$ cat src/rtl/led_pattern_ctrl.sv
// LED bank scheduler: one programmable divider yields a single-cycle step enable,
// and a four-mode pattern engine advances the LED bank on each step.
module led_pattern_ctrl #(
  parameter int CLK_HZ = 50_000_000,
  parameter int N_LEDS = 8
) (
  input  logic              clk,
  input  logic              rst_n,
  input  logic [1:0]        rate_sel,
  input  logic              pause,
  input  logic              btn_mode,
  output logic [N_LEDS-1:0] leds,
  output logic              tick,
  output logic [1:0]        mode
);

  localparam int CW = $clog2(CLK_HZ);
  localparam logic [CW-1:0]     TERM_1HZ   = CW'(CLK_HZ - 1);
  localparam logic [CW-1:0]     TERM_10HZ  = CW'(CLK_HZ / 10 - 1);
  localparam logic [CW-1:0]     TERM_100HZ = CW'(CLK_HZ / 100 - 1);
  localparam logic [N_LEDS-1:0] LED_ZERO   = {N_LEDS{1'b0}};
  localparam logic [N_LEDS-1:0] LED_ONE    = {{(N_LEDS-1){1'b0}}, 1'b1};

  typedef enum logic [1:0] {
    BLINK  = 2'd0,
    SHIFT  = 2'd1,
    BOUNCE = 2'd2,
    COUNT  = 2'd3
  } mode_e;

  mode_e             mode_q, mode_d;
  logic [CW-1:0]     count_q, count_d;
  logic [N_LEDS-1:0] leds_q, leds_d;
  logic              tick_q, tick_d;
  logic              dir_up_q, dir_up_d;
  logic              btn_q;
  logic [1:0]        rate_q;

  logic [CW-1:0]     term_s;
  logic [N_LEDS-1:0] step_s;
  logic              step_dir_s;
  logic              btn_edge_s;
  logic              rate_chg_s;

  function automatic logic [CW-1:0] term_of(input logic [1:0] sel);
    case (sel)
      2'b01:   return TERM_10HZ;
      2'b10:   return TERM_100HZ;
      default: return TERM_1HZ;
    endcase
  endfunction

  function automatic logic [N_LEDS-1:0] init_pattern(input mode_e m);
    case (m)
      SHIFT, BOUNCE: return LED_ONE;
      default:       return LED_ZERO;
    endcase
  endfunction

  assign term_s     = term_of(rate_q);
  assign btn_edge_s = btn_mode & ~btn_q;
  assign rate_chg_s = (rate_sel != rate_q);

  // Pattern one step ahead; bounce flips direction on the step that lands on an end LED.
  always_comb begin
    step_s     = leds_q;
    step_dir_s = dir_up_q;
    case (mode_q)
      BLINK: step_s = ~leds_q;
      SHIFT: step_s = {leds_q[N_LEDS-2:0], leds_q[N_LEDS-1]};
      BOUNCE: begin
        if (dir_up_q) begin
          step_s     = {leds_q[N_LEDS-2:0], 1'b0};
          step_dir_s = ~leds_q[N_LEDS-2];
        end else begin
          step_s     = {1'b0, leds_q[N_LEDS-1:1]};
          step_dir_s = leds_q[1];
        end
      end
      COUNT:   step_s = leds_q + LED_ONE;
      default: step_s = leds_q;
    endcase
  end

  // Next state: button advance beats a rate change, which beats the divider step.
  always_comb begin
    mode_d   = mode_q;
    count_d  = count_q;
    leds_d   = leds_q;
    dir_up_d = dir_up_q;
    tick_d   = 1'b0;
    if (btn_edge_s) begin
      mode_d   = mode_e'(mode_q + 2'd1);
      count_d  = '0;
      dir_up_d = 1'b1;
      leds_d   = init_pattern(mode_e'(mode_q + 2'd1));
    end else if (rate_chg_s) begin
      count_d = '0;
    end else if (pause) begin
      count_d = count_q;
    end else if (count_q == term_s) begin
      count_d  = '0;
      tick_d   = 1'b1;
      leds_d   = step_s;
      dir_up_d = step_dir_s;
    end else begin
      count_d = count_q + CW'(1);
    end
  end

  // State registers with synchronous active-low reset.
  always_ff @(posedge clk) begin
    if (!rst_n) begin
      mode_q   <= BLINK;
      count_q  <= '0;
      leds_q   <= LED_ZERO;
      tick_q   <= 1'b0;
      dir_up_q <= 1'b1;
      btn_q    <= 1'b0;
      rate_q   <= rate_sel;
    end else begin
      mode_q   <= mode_d;
      count_q  <= count_d;
      leds_q   <= leds_d;
      tick_q   <= tick_d;
      dir_up_q <= dir_up_d;
      btn_q    <= btn_mode;
      rate_q   <= rate_sel;
    end
  end

  assign leds = leds_q;
  assign tick = tick_q;
  assign mode = mode_q;

endmodule

$ cat config.mk
export PLATFORM = sky130hd
export DESIGN_NAME = led_pattern_ctrl
export DESIGN_NICKNAME = d
export VERILOG_FILES = /design/src/rtl/led_pattern_ctrl.sv
export SDC_FILE = /design/constraint.sdc
export NUM_CORES = 1
export LEC_CHECK = 0
export CORE_MARGIN = 2
export CORE_UTILIZATION = 40
export DETAILED_ROUTE_END_ITERATION = 16
export GPL_ROUTABILITY_DRIVEN = 0
export SLEW_MARGIN = 0
export SYNTH_ARGS = -nofsm -noshare
export SYNTH_HDL_FRONTEND = slang
export SYNTH_SLANG_ARGS = --single-unit
export TNS_END_PERCENT = 100
$ cat constraint.sdc
create_clock -name clk -period 2.65 [get_ports clk]
set_clock_uncertainty 0.15 [all_clocks]
set_input_delay 0.53 -clock clk [delete_from_list [all_inputs] [get_ports clk]]
set_output_delay 0.53 -clock clk [all_outputs]
set_load 0.1 [all_outputs]
==> results.sh <==
export IMPL_outcome="finished, final reports clean"
export IMPL_setup_violations=0
export IMPL_grt_use_total_pct=17.48
export IMPL_synth_flop_cell="sky130_fd_sc_hd__dfxtp_1"
export IMPL_via_count=2033
export IMPL_routed_via_density=5.480
export IMPL_antenna_diode_count=0
export IMPL_chipHeight_um=81.76
export IMPL_power_density_nw_per_um2=466.0
export IMPL_timing_slew_headroom_pct=60.27
export IMPL_post_synth_edffs=0
export IMPL_die_area_sq_um=6685
export IMPL_synth_area_leader_cell="sky130_fd_sc_hd__dfxtp_1"
export IMPL_timing_critical_path_arrival_ps=2440
export IMPL_numCtsBuffers=5
export IMPL_post_dp_hpwl_um=3821
export IMPL_required_time_worst_endpoint_ps=2670
export IMPL_postCtsSetupRepairBufs=0
export IMPL_clock_latency_ps=290
export IMPL_total_leakage_power_nw=0.9381
export IMPL_ys_ff_latch=41
export IMPL_grt_pass1_wl_um=9066
export IMPL_cts_sinks=41
export IMPL_starting_density_pct=41.09
export IMPL_r2r_cells=9
export IMPL_synth_simple_gate_area_share_pct=29.75
export IMPL_synth_top_cell_area_share_pct=33.94
export IMPL_num_io_pins=17
export IMPL_post_place_cells=363
export IMPL_crit_end="count_q[3]"
export IMPL_synth_async_sr_flop_share_pct=0
export IMPL_synth_top_family_by_area="simple AND/OR/NAND/NOR gates"
export IMPL_worst_setup_path_start_kind="primary input"
export IMPL_fin_total_pwr_mw=1.298
export IMPL_finalCritPeriodShare_pct=90.99
export IMPL_syn_cell_area_sq_um=2419
export IMPL_synth_xor_xnor_area_share_pct=11.23
export IMPL_cts_root_buffer_cell="sky130_fd_sc_hd__clkbuf_8"
export IMPL_max_freq_ghz=0.4147
export IMPL_post_synth_num_cell_types=61
export IMPL_timing_final_max_slew_violations=0
export IMPL_fin_nets=309
export IMPL_number_of_global_route_vias_before_repair=1897
export IMPL_finalHoldViolations=0
export IMPL_wl_per_cell_um=14.18
export IMPL_post_route_drc_count=0
export IMPL_r2r_slack_ps=250
export IMPL_die_width_um=81.76
export IMPL_cts_resized=0
export IMPL_grt_overflow_total=0
export IMPL_critical_path_max_fanout=26
export IMPL_max_cap_violations=0
export IMPL_final_antenna_net_count=0
export IMPL_fin_crit_ps=2411
export IMPL_peakVddDrop_mv=0.2550
export IMPL_port_buffer_count=16
export IMPL_min_path_type="register to register"
export IMPL_layout_area_overhead_pct=15.21
export IMPL_h_tree_depth=2
export IMPL_row_count=28
export IMPL_clockBufferDepth=2
export IMPL_critical_path_startpoint="pause"
export IMPL_clk_pin_slew_ps=80
export IMPL_synth_area_mux_share_pct=2.173
export IMPL_fin_hold_ws_ps=382.2
export IMPL_r2r_end="count_q[3]"
export IMPL_stdcell_count=371
export IMPL_cts_tree="built"
export IMPL_crit_reg2reg_launch="rate_q[0]"
export IMPL_cts_hold_buf=0
export IMPL_transition_time_at_the_pin_with_the_least_slew_margin_ps=594.7
export IMPL_drt_iter0_drc=104
export IMPL_synthAdderAreaFrac_pct=4.139
export IMPL_syn_mean_instance_area_sq_um=8.763
export IMPL_grt_antenna_before_repair=0
export IMPL_fraction_of_final_layout_cells_with_drive_strength_greater_than_1_pct=13.85
export IMPL_yosysWarningCount=0
export IMPL_drt_total_wl_um=5259
export IMPL_synth_top_cells_by_area="sky130_fd_sc_hd__dfxtp_1 (34%), sky130_fd_sc_hd__xor2_1 (6.5%), sky130_fd_sc_hd__nor2_1 (5.4%), sky130_fd_sc_hd__xnor2_1 (4.7%), sky130_fd_sc_hd__ha_1 (4.1%)"
export IMPL_pin_count_of_the_biggest_net_entering_global_routing=27
export IMPL_layout_core_utilization_pct=47.34
export IMPL_critical_path_class="primary input to register"
export IMPL_core_area_sq_um=5886
export IMPL_netlist_instances=276
export IMPL_mappedNetlistNets=290
export IMPL_timing_critical_path_to_type="register"
export IMPL_synth_compound_area_share_pct=15.57
export IMPL_yosysSeqAreaShare_pct=33.94
export IMPL_grt_setup_unrepaired="false"
export IMPL_firstDrtPassIters=4
-- state kept, by name (all words and copies together), names as in the netlist --
| signal | count |
|---|---|
| rate_q | 2 |
| tick | 1 |
| count_q | 26 |
| dir_up_q | 1 |
| mode | 2 |
| leds | 8 |
| btn_q | 1 |
-- where the power goes --
| group | leakage [nW] | total [mW] | internal (mW) | switching [mW] |
|---|---|---|---|---|
| clock | 0.0554 | 0.499 | 0.283 | 0.216 |
| combinational | 0.551 | 0.164 | 0.0596 | 0.105 |
| sequential | 0.332 | 0.635 | 0.624 | 0.0118 |
| total | 0.938 | 1.30 | 0.966 | 0.332 |
-- per-stage QoR --
stage	instance area, sq um	setup WS, ps	setup TNS (ps)
floorplan	2420	29.20	0
finish	2786	238.9	0
detailed placement	2673	-71.21	-1729
global route	2786	66.74	0
CTS	2784	143.3	0
global placement	2673	-31.50	-542.3
-- cells in the final DEF (no fill, tap or decap), types with 5 or more instances in the layout --
master	n
sky130_fd_sc_hd__xor2_1	18
sky130_fd_sc_hd__inv_1	7
sky130_fd_sc_hd__clkbuf_8	5
sky130_fd_sc_hd__nand2_1	20
sky130_fd_sc_hd__buf_4	16
sky130_fd_sc_hd__ha_1	7
sky130_fd_sc_hd__clkdlybuf4s50_1	5
sky130_fd_sc_hd__nor2_1	35
sky130_fd_sc_hd__nand4_1	12
sky130_fd_sc_hd__xnor2_1	13
sky130_fd_sc_hd__o21ai_0	10
sky130_fd_sc_hd__nand3_1	14
sky130_fd_sc_hd__dfxtp_1	40
-- cell families after synthesis --
family          Yosys count
xor+xnor                 31
simple gates            126
buf+inv                  18
compound gates           48
mux                       4
flops                    41
fa+ha+maj                 8
-- synth_stat cells (7+ instances only) --
library cell / instances
sky130_fd_sc_hd__nand2_1: 20
sky130_fd_sc_hd__inv_1: 7
sky130_fd_sc_hd__nand3_1: 14
sky130_fd_sc_hd__nand4_1: 12
sky130_fd_sc_hd__clkbuf_1: 7
sky130_fd_sc_hd__ha_1: 8
sky130_fd_sc_hd__nor2_1: 35
sky130_fd_sc_hd__dfxtp_1: 41
sky130_fd_sc_hd__xor2_1: 18
sky130_fd_sc_hd__xnor2_1: 13
sky130_fd_sc_hd__o21ai_0: 10
-- worst min path at each step --
stage               slack, ps         from     endpoint  cells past startpoint
floorplan                 340   count_q[1]   count_q[1]                      2
global placement          360   count_q[1]   count_q[1]                      2
global route              420   count_q[1]   count_q[1]                      2
detailed placement        380   count_q[1]   count_q[1]                      2
CTS                       400  count_q[25]  count_q[25]                      2
finish                    380   count_q[1]   count_q[1]                      2
-- cell type report --
| cell class | count | area (sq um) |
|---|---|---|
| Timing Repair Buffer | 23 | 210.2 |
| Multi-Input combinational cell | 217 | 1523 |
| Tap cell | 75 | 93.84 |
| Clock inverter | 2 | 38.79 |
| Inverter | 7 | 26.28 |
| Sequential cell | 41 | 822.0 |
| Clock buffer | 6 | 72.57 |
| Fill cell | 590 | 3099 |
-- worst max-delay path, stage by stage --
cell and delay (ps):
sky130_fd_sc_hd__clkdlybuf4s50_1 430, sky130_fd_sc_hd__nand3b_1 290, sky130_fd_sc_hd__a2111oi_4 400, sky130_fd_sc_hd__nand4_4 180, sky130_fd_sc_hd__buf_12 160, sky130_fd_sc_hd__o211ai_2 180
sky130_fd_sc_hd__buf_12 200, sky130_fd_sc_hd__nor2_1 60
-- metal layers --
layer | up-vias | GRT usage (%) | wire length (um) | share of wire, %
li1 | 1044 | - | - | -
met1 | 941 | 24.47 | 2575 | 49
met2 | 44 | 26.91 | 2443 | 46
met3 | 4 | 3.626 | 173 | 3.3
met4 | 0 | 5.500 | 67 | 1.3
met5 | - | 0 | 0 | 0
Power figures use the tool's default switching activity.
